File: src/rtl/uart_rx_fifo.sv
// UART receiver (16x oversampling, 3-sample majority) feeding a first-word-fall-through FIFO.
// Latency: a frame is pushed at tick 9 of its final stop bit and appears on rd_* one clk later.
// Backpressure: none on the line side; when the FIFO is full, a new frame is dropped and overrun is set.
//
// Ports:
//   clk, rst            - single clock, asynchronous active-high reset
//   rx                  - serial line, asynchronous to clk, idle high
//   cfg_div             - clk cycles per oversample tick (0 and 1 act as 2), latched at the start edge
//   cfg_parity          - 00 none, 01 even, 10 odd, 11 none; latched at the start edge
//   cfg_stop2           - two stop bits when 1; latched at the start edge
//   rd_en / rd_valid    - pop the head entry / FIFO not empty
//   rd_data, rd_parity_err, rd_frame_err, rd_break - head entry contents (zero while empty)
//   fifo_count          - occupied entries
//   overrun, overrun_clr - sticky dropped-frame flag and its clear (set wins)
//   rx_busy             - receiver is anywhere but IDLE
module uart_rx_fifo #(
  parameter int DATA_WIDTH = 8,
  parameter int DIV_WIDTH  = 16,
  parameter int FIFO_DEPTH = 16,
  parameter int RESET_DIV  = 54
) (
  input  logic                          clk,
  input  logic                          rst,
  input  logic                          rx,
  input  logic [DIV_WIDTH-1:0]          cfg_div,
  input  logic [1:0]                    cfg_parity,
  input  logic                          cfg_stop2,
  input  logic                          rd_en,
  output logic                          rd_valid,
  output logic [DATA_WIDTH-1:0]         rd_data,
  output logic                          rd_parity_err,
  output logic                          rd_frame_err,
  output logic                          rd_break,
  output logic [$clog2(FIFO_DEPTH):0]   fifo_count,
  output logic                          overrun,
  input  logic                          overrun_clr,
  output logic                          rx_busy
);

  localparam int PW  = $clog2(FIFO_DEPTH);
  localparam int CW  = PW + 1;
  localparam int BCW = $clog2(DATA_WIDTH);

  typedef enum logic [2:0] {
    S_IDLE,
    S_START,
    S_DATA,
    S_PARITY,
    S_STOP,
    S_BRK_WAIT
  } state_t;

  typedef struct packed {
    logic                  brk;
    logic                  ferr;
    logic                  perr;
    logic [DATA_WIDTH-1:0] data;
  } ent_t;

  // ---------------------------------------------------------------------
  // Line synchroniser and start-edge detect
  // ---------------------------------------------------------------------
  logic rx_s1, rx_s2, rx_prev;

  always_ff @(posedge clk or posedge rst) begin
    if (rst) begin
      rx_s1   <= 1'b1;
      rx_s2   <= 1'b1;
      rx_prev <= 1'b1;
    end else begin
      rx_s1   <= rx;
      rx_s2   <= rx_s1;
      rx_prev <= rx_s2;
    end
  end

  state_t state, state_nxt;

  logic start_det;
  assign start_det = (state == S_IDLE) && rx_prev && !rx_s2;

  // ---------------------------------------------------------------------
  // Frame datapath registers
  // ---------------------------------------------------------------------
  logic [DIV_WIDTH-1:0]  div_l;
  logic [DIV_WIDTH-1:0]  div_cnt;
  logic [3:0]            tick_idx;
  logic                  par_en_l;
  logic                  par_odd_l;
  logic                  stop2_l;
  logic                  samp7;
  logic                  samp8;
  logic [DATA_WIDTH-1:0] shreg;
  logic [BCW-1:0]        bit_cnt;
  logic                  par_acc;
  logic                  perr_l;
  logic                  ferr_acc;
  logic                  zero_acc;
  logic                  stop_idx;

  logic tick, mid, bit_end, maj, last_stop, brk_now, ferr_now, push;

  assign tick      = (state != S_IDLE) && (div_cnt == div_l - DIV_WIDTH'(1));
  assign mid       = tick && (tick_idx == 4'd9);
  assign bit_end   = tick && (tick_idx == 4'd15);
  // The third sample is the live line value at tick 9.
  assign maj       = (samp7 & samp8) | (samp7 & rx_s2) | (samp8 & rx_s2);
  assign last_stop = !stop2_l || stop_idx;
  // In two-stop mode the first stop bit is already folded into zero_acc by
  // the time the second one is resolved.
  assign brk_now   = zero_acc & (stop_idx | ~maj);
  assign ferr_now  = ferr_acc | ~maj;

  always_ff @(posedge clk or posedge rst) begin
    if (rst) begin
      div_l     <= DIV_WIDTH'(RESET_DIV);
      div_cnt   <= '0;
      tick_idx  <= '0;
      par_en_l  <= 1'b0;
      par_odd_l <= 1'b0;
      stop2_l   <= 1'b0;
      samp7     <= 1'b1;
      samp8     <= 1'b1;
      shreg     <= '0;
      bit_cnt   <= '0;
      par_acc   <= 1'b0;
      perr_l    <= 1'b0;
      ferr_acc  <= 1'b0;
      zero_acc  <= 1'b1;
      stop_idx  <= 1'b0;
    end else if (start_det) begin
      div_l     <= (cfg_div < DIV_WIDTH'(2)) ? DIV_WIDTH'(2) : cfg_div;
      par_en_l  <= (cfg_parity == 2'b01) || (cfg_parity == 2'b10);
      par_odd_l <= (cfg_parity == 2'b10);
      stop2_l   <= cfg_stop2;
      div_cnt   <= '0;
      tick_idx  <= '0;
      bit_cnt   <= '0;
      par_acc   <= 1'b0;
      perr_l    <= 1'b0;
      ferr_acc  <= 1'b0;
      zero_acc  <= 1'b1;
      stop_idx  <= 1'b0;
    end else if (state != S_IDLE) begin
      if (tick) begin
        div_cnt  <= '0;
        tick_idx <= tick_idx + 4'd1;
      end else begin
        div_cnt  <= div_cnt + DIV_WIDTH'(1);
      end

      if (tick && tick_idx == 4'd7) samp7 <= rx_s2;
      if (tick && tick_idx == 4'd8) samp8 <= rx_s2;

      if (mid) begin
        case (state)
          S_DATA: begin
            shreg    <= {maj, shreg[DATA_WIDTH-1:1]};
            par_acc  <= par_acc ^ maj;
            zero_acc <= zero_acc & ~maj;
          end
          S_PARITY: begin
            perr_l   <= par_odd_l ? ~(par_acc ^ maj) : (par_acc ^ maj);
            zero_acc <= zero_acc & ~maj;
          end
          S_STOP: begin
            if (!stop_idx) begin
              ferr_acc <= ferr_acc | ~maj;
              zero_acc <= zero_acc & ~maj;
            end
          end
          default: ;
        endcase
      end

      if (bit_end) begin
        if (state == S_DATA) bit_cnt  <= bit_cnt + BCW'(1);
        if (state == S_STOP) stop_idx <= 1'b1;
      end
    end
  end

  // ---------------------------------------------------------------------
  // Receive FSM
  // ---------------------------------------------------------------------
  always_ff @(posedge clk or posedge rst) begin
    if (rst) state <= S_IDLE;
    else     state <= state_nxt;
  end

  always_comb begin
    state_nxt = state;
    case (state)
      S_IDLE:     if (start_det) state_nxt = S_START;
      S_START: begin
        if (mid && maj)   state_nxt = S_IDLE;
        else if (bit_end) state_nxt = S_DATA;
      end
      S_DATA:
        if (bit_end && bit_cnt == BCW'(DATA_WIDTH - 1))
          state_nxt = par_en_l ? S_PARITY : S_STOP;
      S_PARITY:   if (bit_end) state_nxt = S_STOP;
      // Leave at the middle of the final stop bit so a following start bit
      // is seen even when frames are sent back to back.
      S_STOP:     if (mid && last_stop) state_nxt = brk_now ? S_BRK_WAIT : S_IDLE;
      S_BRK_WAIT: if (rx_s2) state_nxt = S_IDLE;
      default:    state_nxt = S_IDLE;
    endcase
  end

  always_comb begin
    rx_busy = (state != S_IDLE);
    push    = (state == S_STOP) && mid && last_stop;
  end

  // ---------------------------------------------------------------------
  // Receive FIFO (first-word-fall-through)
  // ---------------------------------------------------------------------
  ent_t          mem [FIFO_DEPTH];
  logic [PW-1:0] wr_ptr, rd_ptr;
  logic [CW-1:0] count;
  logic          full, pop, do_wr, drop;
  ent_t          wr_ent, head;

  assign full   = (count == CW'(FIFO_DEPTH));
  assign pop    = rd_en && (count != '0);
  // A pop in the same cycle frees the slot the push needs, even when full.
  assign do_wr  = push && (!full || pop);
  assign drop   = push && full && !pop;
  assign wr_ent = '{brk: brk_now, ferr: ferr_now, perr: perr_l, data: shreg};

  always_ff @(posedge clk) begin
    if (do_wr) mem[wr_ptr] <= wr_ent;
  end

  always_ff @(posedge clk or posedge rst) begin
    if (rst) begin
      wr_ptr  <= '0;
      rd_ptr  <= '0;
      count   <= '0;
      overrun <= 1'b0;
    end else begin
      if (do_wr) wr_ptr <= wr_ptr + PW'(1);
      if (pop)   rd_ptr <= rd_ptr + PW'(1);
      case ({do_wr, pop})
        2'b10:   count <= count + CW'(1);
        2'b01:   count <= count - CW'(1);
        default: ;
      endcase
      if (drop)             overrun <= 1'b1;
      else if (overrun_clr) overrun <= 1'b0;
    end
  end

  assign head          = mem[rd_ptr];
  assign rd_valid      = (count != '0);
  assign fifo_count    = count;
  assign rd_data       = rd_valid ? head.data : '0;
  assign rd_parity_err = rd_valid & head.perr;
  assign rd_frame_err  = rd_valid & head.ferr;
  assign rd_break      = rd_valid & head.brk;

endmodule

File: config.mk
export PLATFORM = sky130hd
export DESIGN_NAME = uart_rx_fifo
export DESIGN_NICKNAME = d
export VERILOG_FILES = /design/src/rtl/uart_rx_fifo.sv
export SDC_FILE = /design/constraint.sdc
export NUM_CORES = 1
export LEC_CHECK = 0
export CAP_MARGIN = 20
export CORE_AREA = 4 4 156 158
export DETAILED_ROUTE_END_ITERATION = 7
export DIE_AREA = 0 0 160 162
export DONT_BUFFER_PORTS = 1
export SETUP_SLACK_MARGIN = 0.15
export SYNTH_ARGS = -nofsm -noshare
export SYNTH_HDL_FRONTEND = slang
export SYNTH_SLANG_ARGS = --single-unit
File: constraint.sdc
create_clock -name clk -period 11.8 [get_ports clk]
set_clock_uncertainty 0.05 [all_clocks]
set_input_delay 1.77 -clock clk [delete_from_list [all_inputs] [get_ports clk]]
set_output_delay 1.77 -clock clk [all_outputs]
set_load 0.005 [all_outputs]
; ---- After elaboration in Yosys (flattened, before gate mapping)
; Memory sizes are Yosys's and may differ from the RTL's.
; Index checks and enable logic that the tools add are counted.
; Widths: inputs -> output; s select.
[op_classes]
addsub = 8
order_cmp = 1
eq_ne = 24
n_mux = 50
bitwise_logic = 16
n_reduce_logical = 48
[ops]
columns = operator, n
row1 = $mux 16, 4
row2 = $mux 3, 13
row3 = $mux 1, 26
row4 = $pmux 3 s6, 1
row5 = $reduce_and 3->1, 6
row6 = $reduce_bool 2->1, 9
row7 = $add 16x1->16 const B, 1
row8 = $eq 16x16->1, 1
row9 = $logic_and 1x1->1, 16
row10 = $lt 16x2->1 const B, 1
row11 = $sub 16x1->16 const B, 1
row12 = $add 4x1->4 const B, 3
row13 = $eq 4x4->1 const B, 3
row14 = $mux 4, 3
row15 = $reduce_and 4->1, 3
row16 = $ne 2x2->1 const B, 5
row17 = $pmux 5 s2, 1
row18 = $eq 3x3->1 const B, 3
row19 = $and 1x1->1, 8
row20 = $mux 8, 1
row21 = $eq 3x2->1 const B, 2
row22 = $ne 3x3->1 const B, 2
row23 = $reduce_and 6->1, 1
row24 = $reduce_bool 3->1, 2
row25 = 19 further kinds, 31
[word_totals]
register_bits = 77
mem_bits_rw = 176
input_bits = 24
out_inout_bits = 19
wordCells = 171
n_memories = 1
[memory_table]
columns = name, words, width, rd, rd_ports_with_merged_regs, write_ports, line_no
row1 = mem, 16, 11, 1, 0, 1, 219  ; ent_t mem [FIFO_DEPTH];

; ---- Depth between registers and ports, before layout
[depth]
depth_word = 10
mapped_depth = 16
mapped_depth_nobuf = 15

; ---- Worst setup path after synthesis
; No wires, ideal clock.
[synth_timing]
path_kind = register -> output
start = reg rd_ptr[0]
end = out rd_break
arrival_ps = 2471
required_ps = 9980
setup_slack_ps = 7509
path_stages_with_launch = 6
path_buffers = 2
path_cell_list = dfrtp_1 > clkbuf_1 > buf_1 > mux4_2 > mux4_2 > nor2b_1
[synth_between]
elab_chain_len = 2
[synth_lines]
columns = item, line_no
row1 = start: declaration, 220  ; logic [PW-1:0] wr_ptr, rd_ptr;
row2 = start signal: assignment, 244  ; if (pop) rd_ptr <= rd_ptr + PW'(1);
row3 = $mem_v2 16x11, n/a
row4 = $and 1x1->1, 261  ; assign rd_break = rd_valid & head.brk;
row5 = end: declaration, 33  ; output logic rd_break,
; Every way passes these cells.

; ---- Worst setup path after layout
[layout_timing]
start = reg div_l[0]
end = mem mem[5][10] (netlist bit), enable pin
[layout_between]
elab_chain_len = 9
[layout_lines]
columns = item, line_no
row1 = start: declaration, 85  ; logic [DIV_WIDTH-1:0] div_l;
row2 = start signal: assignment, 116  ; div_l <= DIV_WIDTH'(RESET_DIV);
row3 = start signal: assignment, 132  ; div_l <= (cfg_div < DIV_WIDTH'(2)) ? DIV_WIDTH'(2) : cfg_div;
row4 = $sub 16x1->16, 103  ; assign tick = (state != S_IDLE) && (div_cnt == div_l - DIV_WIDTH'(1));
row5 = $eq 16x16->1, 103
row6 = $logic_and 1x1->1, 103
row7 = $logic_and 1x1->1, 104  ; assign mid = tick && (tick_idx == 4'd9);
row8 = $logic_and 1x1->1 (2 in series), 213  ; push = (state == S_STOP) && mid && last_stop;
row9 = $logic_and 1x1->1, 228  ; assign do_wr = push && (!full || pop);
row10 = $mux 1, 233  ; if (do_wr) mem[wr_ptr] <= wr_ent;
row11 = $mux 1 (not written as such), 233
row12 = end: declaration, 219
; Every way passes these cells.

==> results.md <==
* Hold_ws at ~0.3 ns
* Vias in the first global route at 6326
* Pint at 0.001746 W
* First-pass GRT wire length at approximately 37000 µm
* P_sw at just over 0.0007 W
* Cts bufs inserted at 27
* Number of synthesized register bits at 253
* Avg Cell Area, Syn at between 15 and 20 µm²
* Clk buf depth at 3
* H-tree Lvls at 1
* WL final at about 24000 µm
* Worst slew margin at a little over a quarter
* RSZ-0062 raised after global routing: false
* IO Count at 43
* Multi-input logic area at a little under 4000 µm²
* Ys flop type: edfxtp_1
* Reg clk slew, reported paths at 0.06 ns
* Max-cap violations at 0
* Finished Cell Area at 12500 µm²
* Combinational power share at around a fifth
* Core Area at 23120 µm²
* Initial antenna violation count at 1
* Leakage power at 4.864 nW
* Vias/cell at 5.948
* Chip Height at 162 µm
* Most frequent cells in the layout: edfxtp_1 (176), nand2_1 (78), dfrtp_1 (65)
* Clock sink count at between 200 and 300
* Global route overflow at 0
* Crit path DAT at 5.06 ns
* Hold path startpoint: rx_s1
* Final HPWL DP at 15880 µm
* Final Worst Setup Slack at 6.835 ns
* CP endpoint kind: flop
* Cells after DPL at 1012
* Post-synthesis net count at 792
* Final setup viols at 0
* Final non-filler cell total at around 1100
* Vias at around 6300
* R2R Setup Slk at 6.84 ns
* Placer Congestion at 0.9074
* Worst hold stages at 0
* Sw Ratio at 29.08%
* Routed WL per cell at 22.40 µm
* Antenna cell count at 0
* Clock Latency Late Sink at 0.54 ns
* # rows at 56
* Clock power share at 34.1%
* Type of the worst setup path: reg -> reg
* Post-Syn Area at 11350 µm²
* TritonCTS clock tree: yes
* Synth unique cells at 75
* DRC Markers at 0
* Sequential cell area at 7227 µm²
* GR Util All Layers at 18.59%
* Fill count at 1852
* Most common cell after layout, fill and taps aside: edfxtp_1
* FF-to-FF End: mem[5][10]
* Hold Vio Cnt, Final at 0
* Die Area at 25920 µm²
* DRT Pass-1 Iters at 5
* Post-CTS sizing at 0
* Post-synth EDFFs at between 150 and 200
* Placement Setup Slack at between 6 and 7 ns
* Peak ir drop on the vdd network at 0.1706 mV
* Post-DP Area at 11580 µm²
* Hold buffers post-CTS at 0
* CTS root buf: clkbuf_16
* Part of the power in registers at 45.8%
* Share of cells above drive strength 1 at just over 20%
* Area contributors post-synth: edfxtp_1 (47%), dfrtp_1 (15%), mux4_2 (11%)
* Setup bufs post-CTS at 0
* Synthesis-to-finish area growth at 10.17%
* Worst Max-Slew Pin Slew at 1.096 ns
* Final ANT Viol Nets at 0
* Worst hold path class: reg -> reg
* Crit path time final at a little under 5 ns
* Hold EP: rx_s2
* Ys async rst share at 30.43%
* Worst EP required at 11.90 ns
* Area fraction of the dominant cell type after synthesis at 46.58%
* Pin count of the biggest net entering global routing at 70
* Die Wd at ~160 µm
* CP Max Fanout at 14
* Status: complete, no violations
* Initial core utilization at between 40% and 50%
* Port-buffer cells at 0
* Fin. max-slew vios at 0
* Cell taking the most area after synthesis: edfxtp_1
* Final #Nets at 793
* Ys Warns at 0
* Sequential share of the synthesized area at a little under two thirds
* Setup TNS at 0 ns
* Startpoint types: flop
* Iter 0 DRT Violations at 686
* Reg2reg start: div_l[0]
* Max frequency at 201.4 MHz
* Worst R2R Path Depth at 10
* Post-Synthesis Cells at ~750
* Final period util at about 42%
* PwrDens at 197.0 nW/µm²
worst max-delay path, stage by stage (launching register included):
cell       delay, ns
dfrtp_1         0.44
inv_1           0.09
ha_1            0.24
nor3b_1         0.57
o2111ai_1       0.25
nor3_2          0.29
o2111a_2        0.31
nor3b_4         0.67
and4_1          0.59
nand2_1         0.25
nor2_1          0.80
sequential cells by signal (all words and copies together), names as in the netlist, 3 cells and up:
signal	cells
bit_cnt	3
wr_ptr	4
state	3
shreg	8
div_cnt	16
rd_ptr	4
tick_idx	4
fifo_count	5
mem	176
div_l	16
worst max-delay path by stage:
stage	start	to	slack, ns
2_1_floorplan	rd_ptr[0]	rd_break	7.51
3_3_place_gp	div_l[0]	mem[5][2]	7.05
3_5_place_dp	div_l[0]	mem[4][2]	6.83
4_1_cts	div_l[0]	mem[4][10]	6.74
5_1_grt	div_l[0]	mem[5][10]	6.44
6_report	div_l[0]	mem[5][10]	6.84
area by class of cell:
type	count	area share, %
repair buffers	6	0.4605
inverters	20	0.6106
clock buffers	31	5.526
multi-input cells	446	31.13
clock inverters	18	1.552
flip-flops and latches	253	57.82
well taps	290	2.903
cells by family after synthesis:
family                     share of synthesized area [%]
and+or+nand+nor                                    11.73
buffers and inverters                              2.029
muxes                                              12.95
xor gates and xnor gates                           3.694
DFF                                                63.67
adders and majority gates                          1.742
AOI/OAI and AO/OA                                  4.180
metal layers:
layer	share of wire [%]	wire length [µm]	GRT usage, %
met4	1.5	369	3.833
met5	0.055	13	0
met2	47	11150	28.65
met1	46	11050	28.36
met3	5.2	1250	3.121
power groups by stage:
stage	clock network (W)	registers [W]	logic, W
global placement	0	0.00116	0.000462
global route	0.000900	0.00114	0.000546
floorplan	0	0.00108	0.000444
detailed placement	0	0.00117	0.000472
CTS	0.000859	0.00115	0.000476
finish	0.000840	0.00113	0.000495
per-stage QoR:
stage | power [W] | utilization (%)
floorplan | 0.001526 | -
global placement | 0.001625 | 50.08
detailed placement | 0.001638 | 50.08
CTS | 0.002483 | 53.91
global route | 0.002589 | 54.06
finish | 0.002462 | 54.06
cell usage after synthesis, types with 6 or more instances:
cell type,instances
nor2b_1,19
nand2_1,78
xnor2_1,24
dfrtp_1,67
nand2b_1,11
inv_1,20
nor3_2,6
nand4_1,12
a31oi_1,6
nor2_1,58
a21oi_1,12
o21ai_0,13
mux4_2,55
nor4_1,8
or4_1,7
and3_1,9
mux2_4,8
xor2_1,22
ha_1,15
dfstp_2,10
buf_1,6
clkbuf_1,20
edfxtp_1,176
Note: power is estimated with default switching activity, not from simulation.
